<file path="src/rtl/hazard_tnew_pipe_if.sv">
// Purpose : groups the D-stage instruction/stall inputs and the per-stage
//           {A3, RegWr, Tnew} plus pipeline-enable outputs of hazard_tnew_pipe.
// Ports   : master drives instr_D/stall and observes the rest; slave is the pipe.
interface hazard_tnew_pipe_if;
  logic [31:0] instr_D;
  logic        stall;
  logic [4:0]  A3_E;
  logic [4:0]  A3_M;
  logic [4:0]  A3_W;
  logic        RegWr_E;
  logic        RegWr_M;
  logic        RegWr_W;
  logic [1:0]  Tnew_E;
  logic [1:0]  Tnew_M;
  logic [1:0]  Tnew_W;
  logic        en_PC;
  logic        en_D;
  logic        clr_E;

  modport master (
    output instr_D, stall,
    input  A3_E, A3_M, A3_W, RegWr_E, RegWr_M, RegWr_W,
    input  Tnew_E, Tnew_M, Tnew_W, en_PC, en_D, clr_E
  );

  modport slave (
    input  instr_D, stall,
    output A3_E, A3_M, A3_W, RegWr_E, RegWr_M, RegWr_W,
    output Tnew_E, Tnew_M, Tnew_W, en_PC, en_D, clr_E
  );
endinterface

</file>
<file path="src/rtl/hazard_tnew_pipe.sv">
// Purpose     : decodes the D instruction into {dest, write-enable, Tnew} and carries it E->M->W.
// Latency     : D record appears on E 1 cycle after a non-stalled edge, M after 2, W after 3.
// Backpressure: stall freezes PC and IF/ID (combinational) and bubbles E; M and W always drain.
// Ports       : clk, reset (sync, active-high), bus (slave modport): instr_D, stall in;
//               A3/RegWr/Tnew for E, M, W and en_PC/en_D/clr_E out.
module hazard_tnew_pipe #(
  parameter logic [4:0] RA_REG   = 5'd31,
  parameter logic [1:0] TNEW_ALU = 2'd1,
  parameter logic [1:0] TNEW_LD  = 2'd2
) (
  input logic               clk,
  input logic               reset,
  hazard_tnew_pipe_if.slave bus
);

  typedef struct packed {
    logic [4:0] a3;
    logic       regwr;
    logic [1:0] tnew;
  } stage_rec_t;

  localparam logic [5:0] OP_SPECIAL = 6'h00;
  localparam logic [5:0] OP_JAL     = 6'h03;
  localparam logic [5:0] OP_ORI     = 6'h0d;
  localparam logic [5:0] OP_LUI     = 6'h0f;
  localparam logic [5:0] OP_LW      = 6'h23;
  localparam logic [5:0] FN_ADDU    = 6'h21;
  localparam logic [5:0] FN_SUBU    = 6'h23;

  // One stage of ageing: Tnew saturates at 0 instead of wrapping to 3.
  function automatic stage_rec_t age_rec(input stage_rec_t r);
    stage_rec_t o;
    o      = r;
    o.tnew = (r.tnew == 2'd0) ? 2'd0 : r.tnew - 2'd1;
    return o;
  endfunction

  logic [5:0] op;
  logic [5:0] func;
  logic [4:0] dest;
  logic       wr;
  logic [1:0] tn;
  stage_rec_t d_rec;
  stage_rec_t e_q;
  stage_rec_t m_q;
  stage_rec_t w_q;

  assign op   = bus.instr_D[31:26];
  assign func = bus.instr_D[5:0];

  always_comb begin
    dest = 5'd0;
    wr   = 1'b0;
    tn   = 2'd0;
    case (op)
      OP_SPECIAL: begin
        if (func == FN_ADDU || func == FN_SUBU) begin
          dest = bus.instr_D[15:11];
          wr   = 1'b1;
          tn   = TNEW_ALU;
        end
      end
      OP_ORI, OP_LUI: begin
        dest = bus.instr_D[20:16];
        wr   = 1'b1;
        tn   = TNEW_ALU;
      end
      OP_LW: begin
        dest = bus.instr_D[20:16];
        wr   = 1'b1;
        tn   = TNEW_LD;
      end
      OP_JAL: begin
        // Link value PC+8 is already known in D, so nothing is pending.
        dest = RA_REG;
        wr   = 1'b1;
        tn   = 2'd0;
      end
      default: begin
        dest = 5'd0;
        wr   = 1'b0;
        tn   = 2'd0;
      end
    endcase
  end

  // $0 is never reported as a pending write: a write to it collapses to a bubble.
  always_comb begin
    d_rec = '0;
    if (wr && dest != 5'd0) begin
      d_rec.a3    = dest;
      d_rec.regwr = 1'b1;
      d_rec.tnew  = tn;
    end
  end

  // Stall only bubbles E; older records keep draining so nothing is lost or duplicated.
  always_ff @(posedge clk) begin
    if (reset) begin
      e_q <= '0;
      m_q <= '0;
      w_q <= '0;
    end else begin
      e_q <= bus.stall ? stage_rec_t'('0) : d_rec;
      m_q <= age_rec(e_q);
      w_q <= age_rec(m_q);
    end
  end

  assign bus.A3_E    = e_q.a3;
  assign bus.RegWr_E = e_q.regwr;
  assign bus.Tnew_E  = e_q.tnew;
  assign bus.A3_M    = m_q.a3;
  assign bus.RegWr_M = m_q.regwr;
  assign bus.Tnew_M  = m_q.tnew;
  assign bus.A3_W    = w_q.a3;
  assign bus.RegWr_W = w_q.regwr;
  assign bus.Tnew_W  = w_q.tnew;

  assign bus.en_PC = ~bus.stall;
  assign bus.en_D  = ~bus.stall;
  assign bus.clr_E = bus.stall;

endmodule

</file>
<file path="src/flat_wrapper.sv">
// flat-port wrapper written by rule: the top's interface ports become plain ports
module hazard_tnew_pipe_flat 
#(
  parameter logic [4:0] RA_REG   = 5'd31,
  parameter logic [1:0] TNEW_ALU = 2'd1,
  parameter logic [1:0] TNEW_LD  = 2'd2
)
  (clk, reset, bus_instr_D, bus_stall, bus_A3_E, bus_A3_M, bus_A3_W, bus_RegWr_E, bus_RegWr_M, bus_RegWr_W, bus_Tnew_E, bus_Tnew_M, bus_Tnew_W, bus_en_PC, bus_en_D, bus_clr_E);
  hazard_tnew_pipe_if bus_i ();
  input logic clk;
  input logic reset;
  input wire logic [$bits(bus_i.instr_D)-1:0] bus_instr_D;
  input wire logic [$bits(bus_i.stall)-1:0] bus_stall;
  output wire logic [$bits(bus_i.A3_E)-1:0] bus_A3_E;
  output wire logic [$bits(bus_i.A3_M)-1:0] bus_A3_M;
  output wire logic [$bits(bus_i.A3_W)-1:0] bus_A3_W;
  output wire logic [$bits(bus_i.RegWr_E)-1:0] bus_RegWr_E;
  output wire logic [$bits(bus_i.RegWr_M)-1:0] bus_RegWr_M;
  output wire logic [$bits(bus_i.RegWr_W)-1:0] bus_RegWr_W;
  output wire logic [$bits(bus_i.Tnew_E)-1:0] bus_Tnew_E;
  output wire logic [$bits(bus_i.Tnew_M)-1:0] bus_Tnew_M;
  output wire logic [$bits(bus_i.Tnew_W)-1:0] bus_Tnew_W;
  output wire logic [$bits(bus_i.en_PC)-1:0] bus_en_PC;
  output wire logic [$bits(bus_i.en_D)-1:0] bus_en_D;
  output wire logic [$bits(bus_i.clr_E)-1:0] bus_clr_E;
  assign bus_i.instr_D = bus_instr_D;
  assign bus_i.stall = bus_stall;
  assign bus_A3_E = bus_i.A3_E;
  assign bus_A3_M = bus_i.A3_M;
  assign bus_A3_W = bus_i.A3_W;
  assign bus_RegWr_E = bus_i.RegWr_E;
  assign bus_RegWr_M = bus_i.RegWr_M;
  assign bus_RegWr_W = bus_i.RegWr_W;
  assign bus_Tnew_E = bus_i.Tnew_E;
  assign bus_Tnew_M = bus_i.Tnew_M;
  assign bus_Tnew_W = bus_i.Tnew_W;
  assign bus_en_PC = bus_i.en_PC;
  assign bus_en_D = bus_i.en_D;
  assign bus_clr_E = bus_i.clr_E;
  hazard_tnew_pipe #(.RA_REG(RA_REG), .TNEW_ALU(TNEW_ALU), .TNEW_LD(TNEW_LD)) u_core (.clk(clk), .reset(reset), .bus(bus_i));
endmodule
</file>
<file path="config.mk">
export PLATFORM = sky130hd
export DESIGN_NAME = hazard_tnew_pipe_flat
export DESIGN_NICKNAME = d
export VERILOG_FILES = /design/src/rtl/hazard_tnew_pipe_if.sv /design/src/rtl/hazard_tnew_pipe.sv /design/src/flat_wrapper.sv
export SDC_FILE = /design/constraint.sdc
export NUM_CORES = 1
export LEC_CHECK = 0
export ABC_AREA = 0
export ABC_CLOCK_PERIOD_IN_PS = 3750
export BUFFER_PORTS_ARGS = -buffer_cell sky130_fd_sc_hd__buf_2
export CORE_MARGIN = 3
export CORE_UTILIZATION = 30
export DETAILED_ROUTE_END_ITERATION = 10
export HOLD_SLACK_MARGIN = 0.12
export SYNTH_ARGS = -nofsm -noshare
export SYNTH_HDL_FRONTEND = slang
export SYNTH_SLANG_ARGS = --single-unit
</file>
<file path="constraint.sdc">
create_clock -name clk -period 3.75 [get_ports clk]
set_clock_uncertainty 0.1 [all_clocks]
set_input_delay 0.375 -clock clk [delete_from_list [all_inputs] [get_ports clk]]
set_output_delay 0.375 -clock clk [all_outputs]
set_load 0.01 [all_outputs]
</file>
==> results_dict.tcl <==
set metrics [dict create \
    status "finished, final reports clean" \
    crit_arrival_ps 1680 \
    rsz0062_at_grt "no" \
    io-pin-count 62 \
    totalWireLength_um 1830 \
    rrSetupSlack_ps 2710 \
    drc 0 \
    htreeDepth 1 \
    slew_viol_final 0 \
    clk_latency_ps 300 \
    synth-warning-count 0 \
    syn_nets 127 \
    vias 779 \
    finalCriticalPeriod_ps 1550 \
    postLayoutCellArea_um2 1190 \
    mostFrequentLayoutCells "buf_2, dfxtp_1, nor2b_1" \
    hp-class "in2reg" \
    vias_per_cell 4.53 \
    grt_pass1_wl_um 2950 \
    ys_types 26 \
    fin_cells 172 \
    layout-drive-gt1-share_pct 42.6 \
    nFillCells 282 \
    netSwitchingPower_mw 0.0862 \
    fin_tns_setup_ps 0 \
    pwr-share-clk_pct 30.3 \
    worstPathMaxFanout 4 \
    holdWs_ps 237 \
    die_h_um 60.4 \
    final.setup.worst_slack_ps 2200 \
    synth_area_per_cell_um2 9.87 \
    hold_buffers 0 \
    synth_flop_cell "dfxtp_1" \
    worstHoldPathCells 3 \
    synth_edf_count 0 \
    worst-path-buf-inv 1 \
    cap_violations 0 \
    internal_power_mw 0.331 \
    power_mw 0.417 \
    finalHoldViolations 0 \
    placedCellCount 168 \
    ant_nets 0 \
    cts_made_buffers 3 \
    post_cts_buffers 0 \
    hold_start "bus_instr_D[31]" \
    setup_violations 0 \
    die-area_um2 3650 \
    pwr-share-comb_pct 8.3 \
    area_delta_synth_final_pct 34.5 \
    cts_resized 0 \
    worst-setup-path-type "in2reg" \
    reg2reg_depth 3 \
    cts.path.max_buffers 2 \
    powerDensity_nw_per_um2 349 \
    postSynth.asyncResetShare_pct 0 \
    ir_drop_mv 0.246 \
    grt_pass1_vias 713 \
    antenna_found_initial 0 \
    cts_tree "yes" \
    dp_hpwl_um 1510 \
    cp-end-kind "register" \
    overflow 0 \
    fmax_mhz 647 \
    nets 179 \
    drt_iter0_drc 21 \
    swShare_pct 20.7 \
    final_common_cell "buf_2" \
    yosysSeqAreaShare_pct 54.1 \
    post-place-ws_ps 1890 \
    antenna_cells 0 \
    placed_cell_area_um2 1160 \
    clkTransAtPathRegs_ps 120 \
    firstDrtPassIters 4 \
    cts_sinks 24 \
    r2r_start "u_core.bus.Tnew_E[0]$_SDFF_PP0_" \
    hold_end "u_core.bus.Tnew_E[1]$_SDFF_PP0_" \
    critPathSlowestCell "or4_4" \
    rows 19 \
    path_cells "buf_2, or4_4, nor4_1, o21ai_1, a21oi_1" \
    fin_crit_sh_pct 41.2 \
    gp_congestion 0.731 \
    dieWidth_um 60.4 \
    critPathLaunch "bus_instr_D[30]" \
    power.leakage_nw 0.569 \
    start_util_pct 31.9 \
    path_delay_family "simple AND/OR/NAND/NOR gates" \
    cts_root_buffer "clkbuf_4" \
    post_drt_wl_per_cell_um 10.6 \
    worst_pin_slew_ps 387 \
    cp-start-kind "primary input" \
    max_stage_delay_ps 560 \
    grt_max_degree 19 \
    required_ps 3890 \
    netlist_area_um2 888 \
    globalRouteTotalUtil_pct 10.5 \
    ys_seq_elements 24 \
    coreArea_um2 2780 \
    slew_headroom_pct 74.2 \
    r2r_end "u_core.bus.Tnew_M[1]$_SDFF_PP0_" \
    synth_cells 90 \
    io_buffers 50 \
    utilization_pct 43.0 \
    pwr-share-seq_pct 61.4 \
]
==> cell type report <==
| cell class | count | area (um2) | area share, % |
|---|---|---|---|
| Sequential cell | 24 | 480 | 40.2 |
| Multi-Input combinational cell | 56 | 363 | 30.4 |
| Timing Repair Buffer | 50 | 250 | 20.9 |
| Tap cell | 31 | 38.8 | 3.25 |
| Clock buffer | 4 | 36.3 | 3.04 |
| Inverter | 7 | 26.3 | 2.20 |
==> state kept, by name, summed over array words and instances (netlist names) <==
name / count
u_core.bus.A3_E: 5
u_core.bus.A3_M: 5
u_core.bus.A3_W: 5
u_core.bus.Tnew_E: 2
u_core.bus.Tnew_M: 2
u_core.bus.Tnew_W: 2
u_core.bus.RegWr_E: 1
u_core.bus.RegWr_M: 1
u_core.bus.RegWr_W: 1
==> power by group through the flow <==
stage / sequential (mW) / combinational (mW) / clock [mW]
floorplan: 0.263 / 0.0139 / 0
global placement: 0.262 / 0.0334 / 0
detailed placement: 0.262 / 0.0345 / 0
CTS: 0.256 / 0.0346 / 0.132
global route: 0.257 / 0.0385 / 0.141
finish: 0.256 / 0.0346 / 0.126
==> worst register-to-register path, stage by stage, from the launching register on <==
cell     delay, ps
dfxtp_1        370
inv_1           50
ha_1           280
nor3_1         170
==> routing by layer <==
metal	routed length [um]	part of all wire [%]	track usage, %
met1	796	43	13.8
met2	773	42	17.0
met3	261	14	1.70
met4	0	0	4.64
met5	0	0	0
==> worst max-delay path by stage <==
| stage | end | slack (ps) | cells past startpoint |
|---|---|---|---|
| floorplan | u_core.bus.Tnew_E[0]$_SDFF_PP0_ | 2170 | 4 |
| global placement | u_core.bus.Tnew_E[1]$_SDFF_PP0_ | 1930 | 5 |
| detailed placement | u_core.bus.Tnew_E[1]$_SDFF_PP0_ | 1890 | 5 |
| CTS | u_core.bus.Tnew_E[1]$_SDFF_PP0_ | 2210 | 5 |
| global route | u_core.bus.A3_E[4]$_SDFF_PP0_ | 2110 | 5 |
| finish | u_core.bus.Tnew_E[1]$_SDFF_PP0_ | 2200 | 5 |
==> cells in the mapped netlist (2+ instances only) <==
cell | n | share of area, %
nor2b_1 | 12 | 8.5
nand2_1 | 3 | 1.3
or2_2 | 2 | 1.4
nand3_1 | 2 | 1.1
ha_1 | 2 | 2.8
a22oi_1 | 4 | 3.4
nor2_1 | 5 | 2.1
dfxtp_1 | 24 | 54
nor3_1 | 4 | 2.3
buf_4 | 2 | 1.7
inv_1 | 7 | 3.0
a21oi_1 | 7 | 3.9
nor4_1 | 3 | 2.1
==> logic make-up (layout without fill, tap and decap cells) <==
family / after synthesis / after routing / share of synthesized area (%)
AO/OA/AOI/OAI: 16 / 16 / 11.5
AND/OR/NAND/NOR: 38 / 38 / 26.5
flip-flops: 24 / 24 / 54.1
buffers and inverters: 10 / 61 / 5.07
adder cells (fa/ha/maj): 2 / 2 / 2.82
No activity file was read; power rests on OpenSTA's default activity.
